### config.mk
export PLATFORM = sky130hd
export DESIGN_NAME = exe_stage_flat
export DESIGN_NICKNAME = d
export VERILOG_FILES = /design/src/rtl/exe_pkg.sv /design/src/rtl/exe_stage_if.sv /design/src/rtl/val2_gen.sv /design/src/rtl/exe_stage.sv /design/src/flat_wrapper.sv
export SDC_FILE = /design/constraint.sdc
export NUM_CORES = 1
export LEC_CHECK = 0
export CORE_MARGIN = 8
export CORE_UTILIZATION = 40
export DETAILED_ROUTE_END_ITERATION = 16
export PLACE_DENSITY = 0.62
export REMOVE_ABC_BUFFERS = 1
export SYNTH_ARGS = -nofsm -noshare
export SYNTH_HDL_FRONTEND = slang
export SYNTH_SLANG_ARGS = --single-unit
export TNS_END_PERCENT = 100
### constraint.sdc
create_clock -name clk -period 4.6 [get_ports clk]
set_input_delay 0.46 -clock clk [delete_from_list [all_inputs] [get_ports clk]]
set_output_delay 0.46 -clock clk [all_outputs]
set_load 0.005 [all_outputs]
### src/rtl/exe_pkg.sv
// Shared definitions for the execute stage: ALU command encodings,
// shift-type codes, forwarding-select codes, flag bit positions and
// a rotate helper used by operand-2 generation.
package exe_pkg;

  localparam logic [3:0] EXE_MOV = 4'b0001;
  localparam logic [3:0] EXE_MVN = 4'b1001;
  localparam logic [3:0] EXE_ADD = 4'b0010;
  localparam logic [3:0] EXE_ADC = 4'b0011;
  localparam logic [3:0] EXE_SUB = 4'b0100;
  localparam logic [3:0] EXE_SBC = 4'b0101;
  localparam logic [3:0] EXE_AND = 4'b0110;
  localparam logic [3:0] EXE_ORR = 4'b0111;
  localparam logic [3:0] EXE_EOR = 4'b1000;

  localparam logic [1:0] SHIFT_LSL = 2'b00;
  localparam logic [1:0] SHIFT_LSR = 2'b01;
  localparam logic [1:0] SHIFT_ASR = 2'b10;
  localparam logic [1:0] SHIFT_ROR = 2'b11;

  localparam logic [1:0] FWD_ID     = 2'b00;
  localparam logic [1:0] FWD_MEM    = 2'b01;
  localparam logic [1:0] FWD_WB     = 2'b10;
  localparam logic [1:0] FWD_ID_ALT = 2'b11;

  localparam int FLAG_N = 3;
  localparam int FLAG_Z = 2;
  localparam int FLAG_C = 1;
  localparam int FLAG_V = 0;

  // Rotate a 32-bit word right by 0..31 positions.
  function automatic logic [31:0] ror32(input logic [31:0] val, input logic [4:0] amt);
    logic [63:0] dbl;
    dbl = {val, val} >> amt;
    return dbl[31:0];
  endfunction

endpackage

### src/rtl/exe_stage_if.sv
// Execute-stage bus: ID/EX inputs, EX/MEM results and branch outputs.
// Forwarding signals exist only when EXE_FORWARDING_EN is defined.
interface exe_stage_if;
  logic        freeze;
  logic        wb_en_in, mem_r_en_in, mem_w_en_in, b_in, s_in, imm_in;
  logic [3:0]  exe_cmd_in, dest_in;
  logic [11:0] shift_operand_in;
  logic [23:0] signed_imm_24_in;
  logic [31:0] pc_in, val_rn_in, val_rm_in;
`ifdef EXE_FORWARDING_EN
  logic [1:0]  sel_src1, sel_src2;
  logic [31:0] mem_fwd_val, wb_fwd_val;
`endif
  logic        wb_en, mem_r_en, mem_w_en;
  logic [31:0] alu_res, val_rm;
  logic [3:0]  dest;
  logic        branch_taken;
  logic [31:0] branch_addr;
  logic [3:0]  status;

  modport master (
    output freeze, wb_en_in, mem_r_en_in, mem_w_en_in, b_in, s_in, imm_in,
           exe_cmd_in, dest_in, shift_operand_in, signed_imm_24_in,
           pc_in, val_rn_in, val_rm_in,
    input  wb_en, mem_r_en, mem_w_en, alu_res, val_rm, dest,
           branch_taken, branch_addr, status
`ifdef EXE_FORWARDING_EN
    , output sel_src1, sel_src2, mem_fwd_val, wb_fwd_val
`endif
  );

  modport slave (
    input  freeze, wb_en_in, mem_r_en_in, mem_w_en_in, b_in, s_in, imm_in,
           exe_cmd_in, dest_in, shift_operand_in, signed_imm_24_in,
           pc_in, val_rn_in, val_rm_in,
    output wb_en, mem_r_en, mem_w_en, alu_res, val_rm, dest,
           branch_taken, branch_addr, status
`ifdef EXE_FORWARDING_EN
    , input sel_src1, sel_src2, mem_fwd_val, wb_fwd_val
`endif
  );
endinterface

### src/rtl/val2_gen.sv
// Operand-2 generator: rotated 8-bit immediate, 12-bit memory offset,
// or shifted register (LSL/LSR/ASR/ROR by a 5-bit amount).
module val2_gen
  import exe_pkg::*;
(
  input  logic        imm,
  input  logic        mem_en,
  input  logic [11:0] shift_operand,
  input  logic [31:0] val_rm,
  output logic [31:0] val2
);

  logic [4:0] amt_s;
  assign amt_s = shift_operand[11:7];

  // Select the operand-2 form; a zero shift amount passes Rm unchanged.
  always_comb begin
    val2 = 32'd0;
    if (imm) begin
      val2 = ror32({24'd0, shift_operand[7:0]}, {shift_operand[11:8], 1'b0});
    end else if (mem_en) begin
      val2 = {20'd0, shift_operand};
    end else begin
      case (shift_operand[6:5])
        SHIFT_LSL: val2 = val_rm << amt_s;
        SHIFT_LSR: val2 = val_rm >> amt_s;
        SHIFT_ASR: val2 = 32'($signed(val_rm) >>> amt_s);
        SHIFT_ROR: val2 = ror32(val_rm, amt_s);
        default:   val2 = val_rm;
      endcase
    end
  end

endmodule

### src/rtl/exe_stage.sv
// Execute stage: ALU, {N,Z,C,V} status register, EX/MEM pipeline register
// and branch target calculation. Optional operand forwarding is enabled by
// defining EXE_FORWARDING_EN.
module exe_stage
  import exe_pkg::*;
(
  input  logic      clk,
  input  logic      rst,
  exe_stage_if.slave bus
);

  logic [31:0] op_a_s, op_rm_s, val2_s, alu_res_s;
  logic [32:0] sum_s;
  logic        carry_s, ovf_s, valid_op_s;
  logic [3:0]  next_status_s;

  logic        wb_en_r, mem_r_en_r, mem_w_en_r;
  logic [31:0] alu_res_r, val_rm_r;
  logic [3:0]  dest_r, status_r;

`ifdef EXE_FORWARDING_EN
  // Pick operand A and Rm from the ID value or the later-stage results.
  always_comb begin
    op_a_s  = bus.val_rn_in;
    op_rm_s = bus.val_rm_in;
    case (bus.sel_src1)
      FWD_MEM: op_a_s = bus.mem_fwd_val;
      FWD_WB:  op_a_s = bus.wb_fwd_val;
      default: op_a_s = bus.val_rn_in;
    endcase
    case (bus.sel_src2)
      FWD_MEM: op_rm_s = bus.mem_fwd_val;
      FWD_WB:  op_rm_s = bus.wb_fwd_val;
      default: op_rm_s = bus.val_rm_in;
    endcase
  end
`else
  assign op_a_s  = bus.val_rn_in;
  assign op_rm_s = bus.val_rm_in;
`endif

  val2_gen u_val2_gen (
    .imm           (bus.imm_in),
    .mem_en        (bus.mem_r_en_in | bus.mem_w_en_in),
    .shift_operand (bus.shift_operand_in),
    .val_rm        (op_rm_s),
    .val2          (val2_s)
  );

  // ALU: result plus carry/overflow; logical ops keep the previous C and V.
  always_comb begin
    sum_s      = 33'd0;
    alu_res_s  = 32'd0;
    carry_s    = status_r[FLAG_C];
    ovf_s      = status_r[FLAG_V];
    valid_op_s = 1'b1;
    case (bus.exe_cmd_in)
      EXE_MOV: alu_res_s = val2_s;
      EXE_MVN: alu_res_s = ~val2_s;
      EXE_ADD, EXE_ADC: begin
        sum_s = {1'b0, op_a_s} + {1'b0, val2_s}
              + ((bus.exe_cmd_in == EXE_ADC) ? {32'd0, status_r[FLAG_C]} : 33'd0);
        alu_res_s = sum_s[31:0];
        carry_s   = sum_s[32];
        ovf_s     = (op_a_s[31] == val2_s[31]) && (alu_res_s[31] != op_a_s[31]);
      end
      EXE_SUB, EXE_SBC: begin
        sum_s = {1'b0, op_a_s} + {1'b0, ~val2_s}
              + ((bus.exe_cmd_in == EXE_SBC) ? {32'd0, status_r[FLAG_C]} : 33'd1);
        alu_res_s = sum_s[31:0];
        carry_s   = sum_s[32];
        ovf_s     = (op_a_s[31] != val2_s[31]) && (alu_res_s[31] != op_a_s[31]);
      end
      EXE_AND: alu_res_s = op_a_s & val2_s;
      EXE_ORR: alu_res_s = op_a_s | val2_s;
      EXE_EOR: alu_res_s = op_a_s ^ val2_s;
      default: valid_op_s = 1'b0;
    endcase
  end

  assign next_status_s = {alu_res_s[31], (alu_res_s == 32'd0), carry_s, ovf_s};

  // Status register: updates only for flag-setting valid ops when not frozen.
  always_ff @(posedge clk or posedge rst) begin
    if (rst) begin
      status_r <= 4'd0;
    end else if (!bus.freeze && bus.s_in && valid_op_s) begin
      status_r <= next_status_s;
    end else begin
      status_r <= status_r;
    end
  end

  // EX/MEM pipeline register: loads every unfrozen edge, holds under freeze.
  always_ff @(posedge clk or posedge rst) begin
    if (rst) begin
      wb_en_r    <= 1'b0;
      mem_r_en_r <= 1'b0;
      mem_w_en_r <= 1'b0;
      alu_res_r  <= 32'd0;
      val_rm_r   <= 32'd0;
      dest_r     <= 4'd0;
    end else if (!bus.freeze) begin
      wb_en_r    <= bus.wb_en_in;
      mem_r_en_r <= bus.mem_r_en_in;
      mem_w_en_r <= bus.mem_w_en_in;
      alu_res_r  <= alu_res_s;
      val_rm_r   <= op_rm_s;
      dest_r     <= bus.dest_in;
    end else begin
      wb_en_r    <= wb_en_r;
      mem_r_en_r <= mem_r_en_r;
      mem_w_en_r <= mem_w_en_r;
      alu_res_r  <= alu_res_r;
      val_rm_r   <= val_rm_r;
      dest_r     <= dest_r;
    end
  end

  assign bus.wb_en    = wb_en_r;
  assign bus.mem_r_en = mem_r_en_r;
  assign bus.mem_w_en = mem_w_en_r;
  assign bus.alu_res  = alu_res_r;
  assign bus.val_rm   = val_rm_r;
  assign bus.dest     = dest_r;
  assign bus.status   = status_r;

  assign bus.branch_taken = bus.b_in;
  assign bus.branch_addr  = bus.pc_in + {{6{bus.signed_imm_24_in[23]}}, bus.signed_imm_24_in, 2'b00};

endmodule

### src/flat_wrapper.sv
// flat-port wrapper written by rule: the top's interface ports become plain ports
module exe_stage_flat import exe_pkg::*;
  (clk, rst, bus_freeze, bus_wb_en_in, bus_mem_r_en_in, bus_mem_w_en_in, bus_b_in, bus_s_in, bus_imm_in, bus_exe_cmd_in, bus_dest_in, bus_shift_operand_in, bus_signed_imm_24_in, bus_pc_in, bus_val_rn_in, bus_val_rm_in, bus_wb_en, bus_mem_r_en, bus_mem_w_en, bus_alu_res, bus_val_rm, bus_dest, bus_branch_taken, bus_branch_addr, bus_status);
  exe_stage_if bus_i ();
  input  logic clk;
  input  logic rst;
  input wire logic [$bits(bus_i.freeze)-1:0] bus_freeze;
  input wire logic [$bits(bus_i.wb_en_in)-1:0] bus_wb_en_in;
  input wire logic [$bits(bus_i.mem_r_en_in)-1:0] bus_mem_r_en_in;
  input wire logic [$bits(bus_i.mem_w_en_in)-1:0] bus_mem_w_en_in;
  input wire logic [$bits(bus_i.b_in)-1:0] bus_b_in;
  input wire logic [$bits(bus_i.s_in)-1:0] bus_s_in;
  input wire logic [$bits(bus_i.imm_in)-1:0] bus_imm_in;
  input wire logic [$bits(bus_i.exe_cmd_in)-1:0] bus_exe_cmd_in;
  input wire logic [$bits(bus_i.dest_in)-1:0] bus_dest_in;
  input wire logic [$bits(bus_i.shift_operand_in)-1:0] bus_shift_operand_in;
  input wire logic [$bits(bus_i.signed_imm_24_in)-1:0] bus_signed_imm_24_in;
  input wire logic [$bits(bus_i.pc_in)-1:0] bus_pc_in;
  input wire logic [$bits(bus_i.val_rn_in)-1:0] bus_val_rn_in;
  input wire logic [$bits(bus_i.val_rm_in)-1:0] bus_val_rm_in;
  output wire logic [$bits(bus_i.wb_en)-1:0] bus_wb_en;
  output wire logic [$bits(bus_i.mem_r_en)-1:0] bus_mem_r_en;
  output wire logic [$bits(bus_i.mem_w_en)-1:0] bus_mem_w_en;
  output wire logic [$bits(bus_i.alu_res)-1:0] bus_alu_res;
  output wire logic [$bits(bus_i.val_rm)-1:0] bus_val_rm;
  output wire logic [$bits(bus_i.dest)-1:0] bus_dest;
  output wire logic [$bits(bus_i.branch_taken)-1:0] bus_branch_taken;
  output wire logic [$bits(bus_i.branch_addr)-1:0] bus_branch_addr;
  output wire logic [$bits(bus_i.status)-1:0] bus_status;
  assign bus_i.freeze = bus_freeze;
  assign bus_i.wb_en_in = bus_wb_en_in;
  assign bus_i.mem_r_en_in = bus_mem_r_en_in;
  assign bus_i.mem_w_en_in = bus_mem_w_en_in;
  assign bus_i.b_in = bus_b_in;
  assign bus_i.s_in = bus_s_in;
  assign bus_i.imm_in = bus_imm_in;
  assign bus_i.exe_cmd_in = bus_exe_cmd_in;
  assign bus_i.dest_in = bus_dest_in;
  assign bus_i.shift_operand_in = bus_shift_operand_in;
  assign bus_i.signed_imm_24_in = bus_signed_imm_24_in;
  assign bus_i.pc_in = bus_pc_in;
  assign bus_i.val_rn_in = bus_val_rn_in;
  assign bus_i.val_rm_in = bus_val_rm_in;
  assign bus_wb_en = bus_i.wb_en;
  assign bus_mem_r_en = bus_i.mem_r_en;
  assign bus_mem_w_en = bus_i.mem_w_en;
  assign bus_alu_res = bus_i.alu_res;
  assign bus_val_rm = bus_i.val_rm;
  assign bus_dest = bus_i.dest;
  assign bus_branch_taken = bus_i.branch_taken;
  assign bus_branch_addr = bus_i.branch_addr;
  assign bus_status = bus_i.status;
  exe_stage u_core (.clk(clk), .rst(rst), .bus(bus_i));
endmodule
# After elaboration in Yosys (flattened, before gate mapping)
# Cells that the tools add are included.
[op_classes] add_sub_neg=5 reduce_logical=12 n_mux=9 bitwise_logic=5 shift=5 n_eq_ne=16
[ops] operator="32-bit one-hot mux with 7 select lines" count=1
[ops] operator="32-bit one-hot mux with 4 select lines" count=1
[ops] operator="32-bit by 32-bit adder with 33-bit output" count=2
[ops] operator="33-bit adder" count=2
[ops] operator="32-bit 2-to-1 mux" count=2
[ops] operator="64-bit by 5-bit right shift with 32-bit output" count=1
[ops] operator="40-bit by 5-bit right shift with 32-bit output" count=1
[ops] operator="32-bit adder" count=1
[ops] operator="32-bit AND" count=1
[ops] operator="32-bit zero test" count=1
[ops] operator="32-bit inverter" count=1
[ops] operator="32-bit bitwise OR" count=1
[ops] operator="32-bit by 5-bit << shifter with 32-bit output" count=1
[ops] operator="32-bit by 5-bit right shift with 32-bit output" count=1
[ops] operator="32-bit by 5-bit >>> shifter with 32-bit output" count=1
[ops] operator="32-bit XOR" count=1
[ops] operator="4-bit by 3-bit == test with 1-bit output (second input constant)" count=4
[ops] operator="9-bit OR reduction" count=1
[ops] operator="4-bit by 2-bit == test with 1-bit output (second input constant)" count=2
[ops] operator="4-bit == test (second input constant)" count=2
[ops] operator="2-bit == test (second input constant)" count=2
[ops] operator="4-bit by 1-bit == test with 1-bit output (second input constant)" count=1
[ops] operator="1-bit logical AND" count=4
[ops] operator="1-bit one-hot mux with 2 select lines" count=2
[ops] operator="other kinds (10)" count=15
[word_totals] ff_bits=75 output_inout_bits=108 in_bits=149 wordCells=60

# Logic depth before layout (Yosys ltp)
[depth] ltp_word=10 depth_mapped=27 mapped_depth_nobuf=21

# Hierarchy
# A second synthesis with hierarchy kept.
[unflattened] cells_unflattened=2129 area_unflattened_um2=16234.3
[by_module_without_submodules] mod="exe_stage" seq_area_each_um2=1876.8 area_per_inst_um2=10541.4 n_inst=1 cells_per_inst=1364
[by_module_without_submodules] mod="val2_gen" seq_area_each_um2=0.0 area_per_inst_um2=5693.0 n_inst=1 cells_per_inst=765

# Least setup slack after synthesis
# OpenSTA, ideal clock, no wires.
[synth_timing] kind="in2reg" start="input bus_shift_operand_in[10]" end="register u_core.status_r[2] (netlist: u_core.bus.status[2])" arrival_time_ns=5.893 setup_time_ns=0.064 setup_slack_ns=-1.357 stages=21 t_required_ns=4.536 path_buffers=1 cell_sequence="buf_6 inv_1 mux4_2 mux4_2 a2111oi_0 nor2_1 o21a_1 inv_1 ha_1 or3_1 a31o_2 a2111o_1 a221oi_2 nor2_1 a221oi_1 o211ai_1 a2111oi_4 nand4_1 or4_1 nor4_1 a21o_1"
[synth_via] elab_chain_cells=9 word_cells_on_any_way=18 classes_between="4 x add/sub; 5 x shift; 4 x mux; 4 x bitwise; 1 x reduce/logical"
[synth_rtl] item="start, declared" line_no="flat_wrapper.sv:16" rtl="input wire logic [$bits(bus_i.shift_operand_in)-1:0] bus_shift_operand_in;"
[synth_rtl] item="64-bit by 5-bit right shift with 32-bit output, or another cell as far along" line_no="exe_pkg.sv:34" rtl="dbl = {val, val} >> amt;"
[synth_rtl] item="32-bit one-hot mux with 4 select lines" line_no="val2_gen.sv:24" rtl="case (shift_operand[6:5])"
[synth_rtl] item="32-bit 2-to-1 mux" line_no="val2_gen.sv:21" rtl="end else if (mem_en) begin"
[synth_rtl] item="32-bit 2-to-1 mux *" line_no="val2_gen.sv:19" rtl="if (imm) begin"
[synth_rtl] item="32-bit inverter" line_no="exe_stage.sv:59, exe_stage.sv:68"
[synth_rtl] item="32-bit by 32-bit adder with 33-bit output" line_no="exe_stage.sv:68" rtl="sum_s = {1'b0, op_a_s} + {1'b0, ~val2_s}"
[synth_rtl] item="33-bit adder" line_no="exe_stage.sv:69" rtl="+ ((bus.exe_cmd_in == EXE_SBC) ? {32'd0, status_r[FLAG_C]} : 33'd1);"
[synth_rtl] item="32-bit one-hot mux with 7 select lines *" line_no="exe_stage.sv:57" rtl="case (bus.exe_cmd_in)"
[synth_rtl] item="32-bit zero test *" line_no="exe_stage.sv:81" rtl="assign next_status_s = {alu_res_s[31], (alu_res_s == 32'd0), carry_s, ovf_s};"
[synth_rtl] item="end signal, assigned" line_no="exe_stage.sv:88" rtl="status_r <= next_status_s;"
[synth_rtl] item="end signal, assigned" line_no="exe_stage.sv:90" rtl="status_r <= status_r;"
[synth_rtl] item="end, declared" line_no="exe_stage.sv:19" rtl="logic [3:0] dest_r, status_r;"
# Mark *: on every way between the ends. The rest lies on a longest branch, timed or not.
# A chain may end at the register's enable or synchronous reset.

# Final worst setup path
[layout_timing] start="input bus_shift_operand_in[7]" end="register u_core.status_r[3] (netlist: u_core.bus.status[3])"
[layout_via] elab_chain_cells=8 word_cells_on_any_way=17 classes_between="4 x add/sub; 5 x shift; 4 x mux; 4 x bitwise"
[layout_rtl] item="64-bit by 5-bit right shift with 32-bit output, or another cell as far along" line_no="exe_pkg.sv:34"
[layout_rtl] item="32-bit one-hot mux with 4 select lines" line_no="val2_gen.sv:24"
[layout_rtl] item="32-bit 2-to-1 mux" line_no="val2_gen.sv:21"
[layout_rtl] item="32-bit 2-to-1 mux *" line_no="val2_gen.sv:19"
[layout_rtl] item="32-bit inverter" line_no="exe_stage.sv:59, exe_stage.sv:68"
[layout_rtl] item="32-bit by 32-bit adder with 33-bit output" line_no="exe_stage.sv:68"
[layout_rtl] item="33-bit adder" line_no="exe_stage.sv:69"
[layout_rtl] item="32-bit one-hot mux with 7 select lines *" line_no="exe_stage.sv:57"
# Marks and branches as above.

==> results.md <==
- Routed wl met3: 9480 um
- Setup slack at placement: -2.57 ns
- Chip height: 227 um
- Mapped Cells: 2286
- Drt via density: 6.43
- Initial antenna violation count: 1
- Ant. Diodes: 0
- Initial core utilization: 40.4%
- Residual DRC: 0
- Seq/Total Area, Yosys: 10.5%
- Wire length on met2: 50500 um
- Psw: 0.00250 W
- Max Root-Sink Buffers: 2
- Final Cell Area: 0.0299 mm2
- FF-to-FF path depth: 20
- Fin crit share: 124%
- Crit Path Max Fanout: 5
- Status: finished, violations left
- CTS clk-pin slew, worst paths: 0.07 ns
- Worst Skew: 0.0115 ns
- Post-place instance area: 0.0267 mm2
- Synth unique cells: 105
- Filler cells: 3480
- First-pass GRT wire length: 155000 um
- Die X: 227 um
- CP arrival: 5.97 ns
- GRT Util Overall: 40.1%
- Crit. End Element: flop
- Total die area: 0.0517 mm2
- Metal-1 WL: 39600 um
- Largest net degree at the start of global routing: 48
- Max layer used: met4
- CP Class: in2reg
- Max Freq: 0.176 GHz
- Hpwl dp: 84600 um
- Final worst slack: -1.09 ns
- Fraction of layout cells with a size suffix above 1: 45.1%
- Num Clock Sinks: 75
- Top_reg_cell synth: dfrtp_1
- Post-synth EDFFs: 0
- TritonCTS clock tree: built
- Internal cell power: 0.00324 W
- TritonCTS buffer count: 9
- Total core area: 0.0442 mm2
- Initial DRC count: 2951
- Cell Rows: 77
- Layout area overhead: 67.0%
- Vias in the first global route: 24.3k
- Crit path required time: 4.89 ns
- Logic pwr share: 71.4%
- Antenna Nets Post-Route: 0
- Syn avg cell area: 7.82 um2
- Hold Path Depth: 2
- Pwr dens: 192 mW/mm2
- Worst vdd ir: 0.000160 V
- I/O Buffers: 250
- Clk root buf: clkbuf_16
- CTS H-tree depth: 3
- Clock share of power: 14.9%
- Setup Viol. Count Final: 26
- Measured slew at the worst slew-check pin: 1.16 ns
- I/O Pins: 257
- Insertion delay of the later-clocked pin in the worst-skew pair: 0.41 ns
- Leak: 13.1 nW
- DRT Wirelength: 111000 um
- WL/cell: 28.5 um
- Max-slew violations: 0
- RSZ-0062 raised after global routing: yes
- GPL Wtd Cong: 1.08
- Yosys reg bits: 75
- Grt total ovfl: 0
- Vias: 25.0k
- Hold Buf Count CTS: 0
- Fin nets: 3563
- Yosys Warn Count: 0
- Hold Fails Final Rpt: 0
- Failing checks: setup timing
- Flop pwr share: 13.6%
- Relative slew margins: 22.0%
- Crit path time final: 5.69 ns
- Post-synth design cell area: 0.0179 mm2
- Max cap viols: 0
- FFs w/ async S/R, synth: 100%
- Worst min path class: in2reg
- DR pass1 iterations: 6
- Sw Share: 43.5%
- Startpoint types: input pin
==> through the flow <==
| step | hold slack, ns | power (W) | std cells | setup TNS (ns) | utilization, % |
|---|---|---|---|---|---|
| final | 0.414 | 0.00574 | 3880 | -11.32 | 67.5 |
| after global routing | 0.409 | 0.00596 | 3880 | -13.75 | 67.5 |
| after CTS | 0.486 | 0.00535 | 3831 | -7.34 | 64.3 |
| after detailed placement | 0.467 | 0.00426 | 3782 | -55.95 | 60.4 |
| after global placement | 0.464 | 0.00421 | 3782 | -53.56 | 60.4 |
| after floorplan | 0.470 | 0.00218 | 2075 | -14.72 | - |
==> registers in the layout (all words and copies together) (netlist names) <==
name,flops
u_core.bus.alu_res,32
u_core.bus.val_rm,32
u_core.bus.dest,4
u_core.bus.status,4
u_core.bus.mem_r_en,1
u_core.bus.mem_w_en,1
u_core.bus.wb_en,1
==> cell usage in the layout, fill, tap and decap left out, types with 29 or more instances in the layout <==
cell type,synthesis,final
buf_4,15,883
clkdlybuf4s50_1,0,208
nand2_1,185,176
nor2_1,171,159
a21oi_1,146,114
inv_1,117,106
ha_1,126,103
mux2i_1,112,93
o21ai_0,141,92
mux2_2,79,78
mux4_2,75,77
dfrtp_1,75,75
buf_6,8,46
nor3_1,63,44
nand3_1,44,40
xnor2_1,34,32
nand2b_1,37,30
o211ai_1,30,30
a21o_1,29,29
==> metal layers <==
metal	vias to the layer above	track usage [%]
met5	-	0
met4	0	31.0
met3	593	7.99
met2	1746	66.8
met1	11900	44.8
li1	10700	-
==> power by group through the flow <==
stage               sequential [W]  combinational (W)  clock, W
global route              0.000793            0.00427  0.000893
CTS                       0.000782            0.00371  0.000867
floorplan                 0.000797            0.00138         0
detailed placement        0.000794            0.00347         0
finish                    0.000784            0.00410  0.000858
global placement          0.000789            0.00342         0
==> final timing paths <==
check | start | to | slack (ns)
setup reg to reg | u_core.bus.status[1] | u_core.bus.status[2] | 0.30
hold / removal | bus_val_rm_in[1] | u_core.bus.val_rm[1] | 0.41
min in group asynchronous | rst | u_core.bus.dest[1] | 0.48
setup / recovery | bus_shift_operand_in[7] | u_core.bus.status[3] | -1.09
hold reg to reg | u_core.bus.alu_res[10] | u_core.bus.alu_res[10] | 0.48
max in group asynchronous | rst | u_core.bus.status[0] | 3.06
==> layout make-up <==
class / instances / area (um2) / area share, %
clock buffers: 10 / 229 / 0.767
multi-input cells: 1882 / 16400 / 55.0
well taps: 592 / 741 / 2.48
repair buffers: 1197 / 10000 / 33.6
flip-flops and latches: 75 / 1880 / 6.28
inverters: 118 / 452 / 1.51
clock inverters: 6 / 90.1 / 0.302
==> repair_timing <==
| action | 4_1_cts | 5_1_grt |
|---|---|---|
| gates resized for setup | 333 | 248 |
| pin swaps | 78 | 137 |
| endpoints found under the setup margin | 40 | 38 |
| setup buffers | 35 | 60 |
| cloned | 2 | 1 |
==> cell usage after synthesis (all sizes together), types with 64 or more instances <==
library cell,count,area (um2)
a21oi,146,731
buf,81,571
clkbuf,130,492
dfrtp,75,1880
ha,126,1580
inv,118,443
mux2,81,912
mux2i,113,1130
mux4,77,1740
nand2,185,694
nor2,172,648
nor3,64,325
o21ai,145,737
==> critical path, cell delays in order <==
cell and delay [ns]:
buf_16 0.11, buf_12 0.14, buf_6 0.11, buf_8 0.12, mux2i_4 0.18, buf_6 0.12
mux4_2 0.58, o221ai_2 0.20, a31oi_1 0.11, a2111o_1 0.42, and2_4 0.22, ha_4 0.17
buf_4 0.14, nor3b_2 0.28, a2111oi_2 0.07, o21a_4 0.15, nor4b_4 0.38, nor4b_4 0.10
buf_4 0.16, o31ai_4 0.31, a21oi_2 0.10, o41a_1 0.49, mux2i_1 0.22, o221ai_2 0.17
buf_4 0.18, mux2_4 0.26
==> kinds of logic after synthesis <==
kind of cell / Yosys count / synth area share, %
simple gates: 697 / 19.3
compound gates: 741 / 29.2
flops: 75 / 10.5
mux: 271 / 21.2
buf+inv: 329 / 8.42
fa+ha+maj: 131 / 9.37
xor+xnor: 42 / 2.06
(Power assumes the default switching activity.)
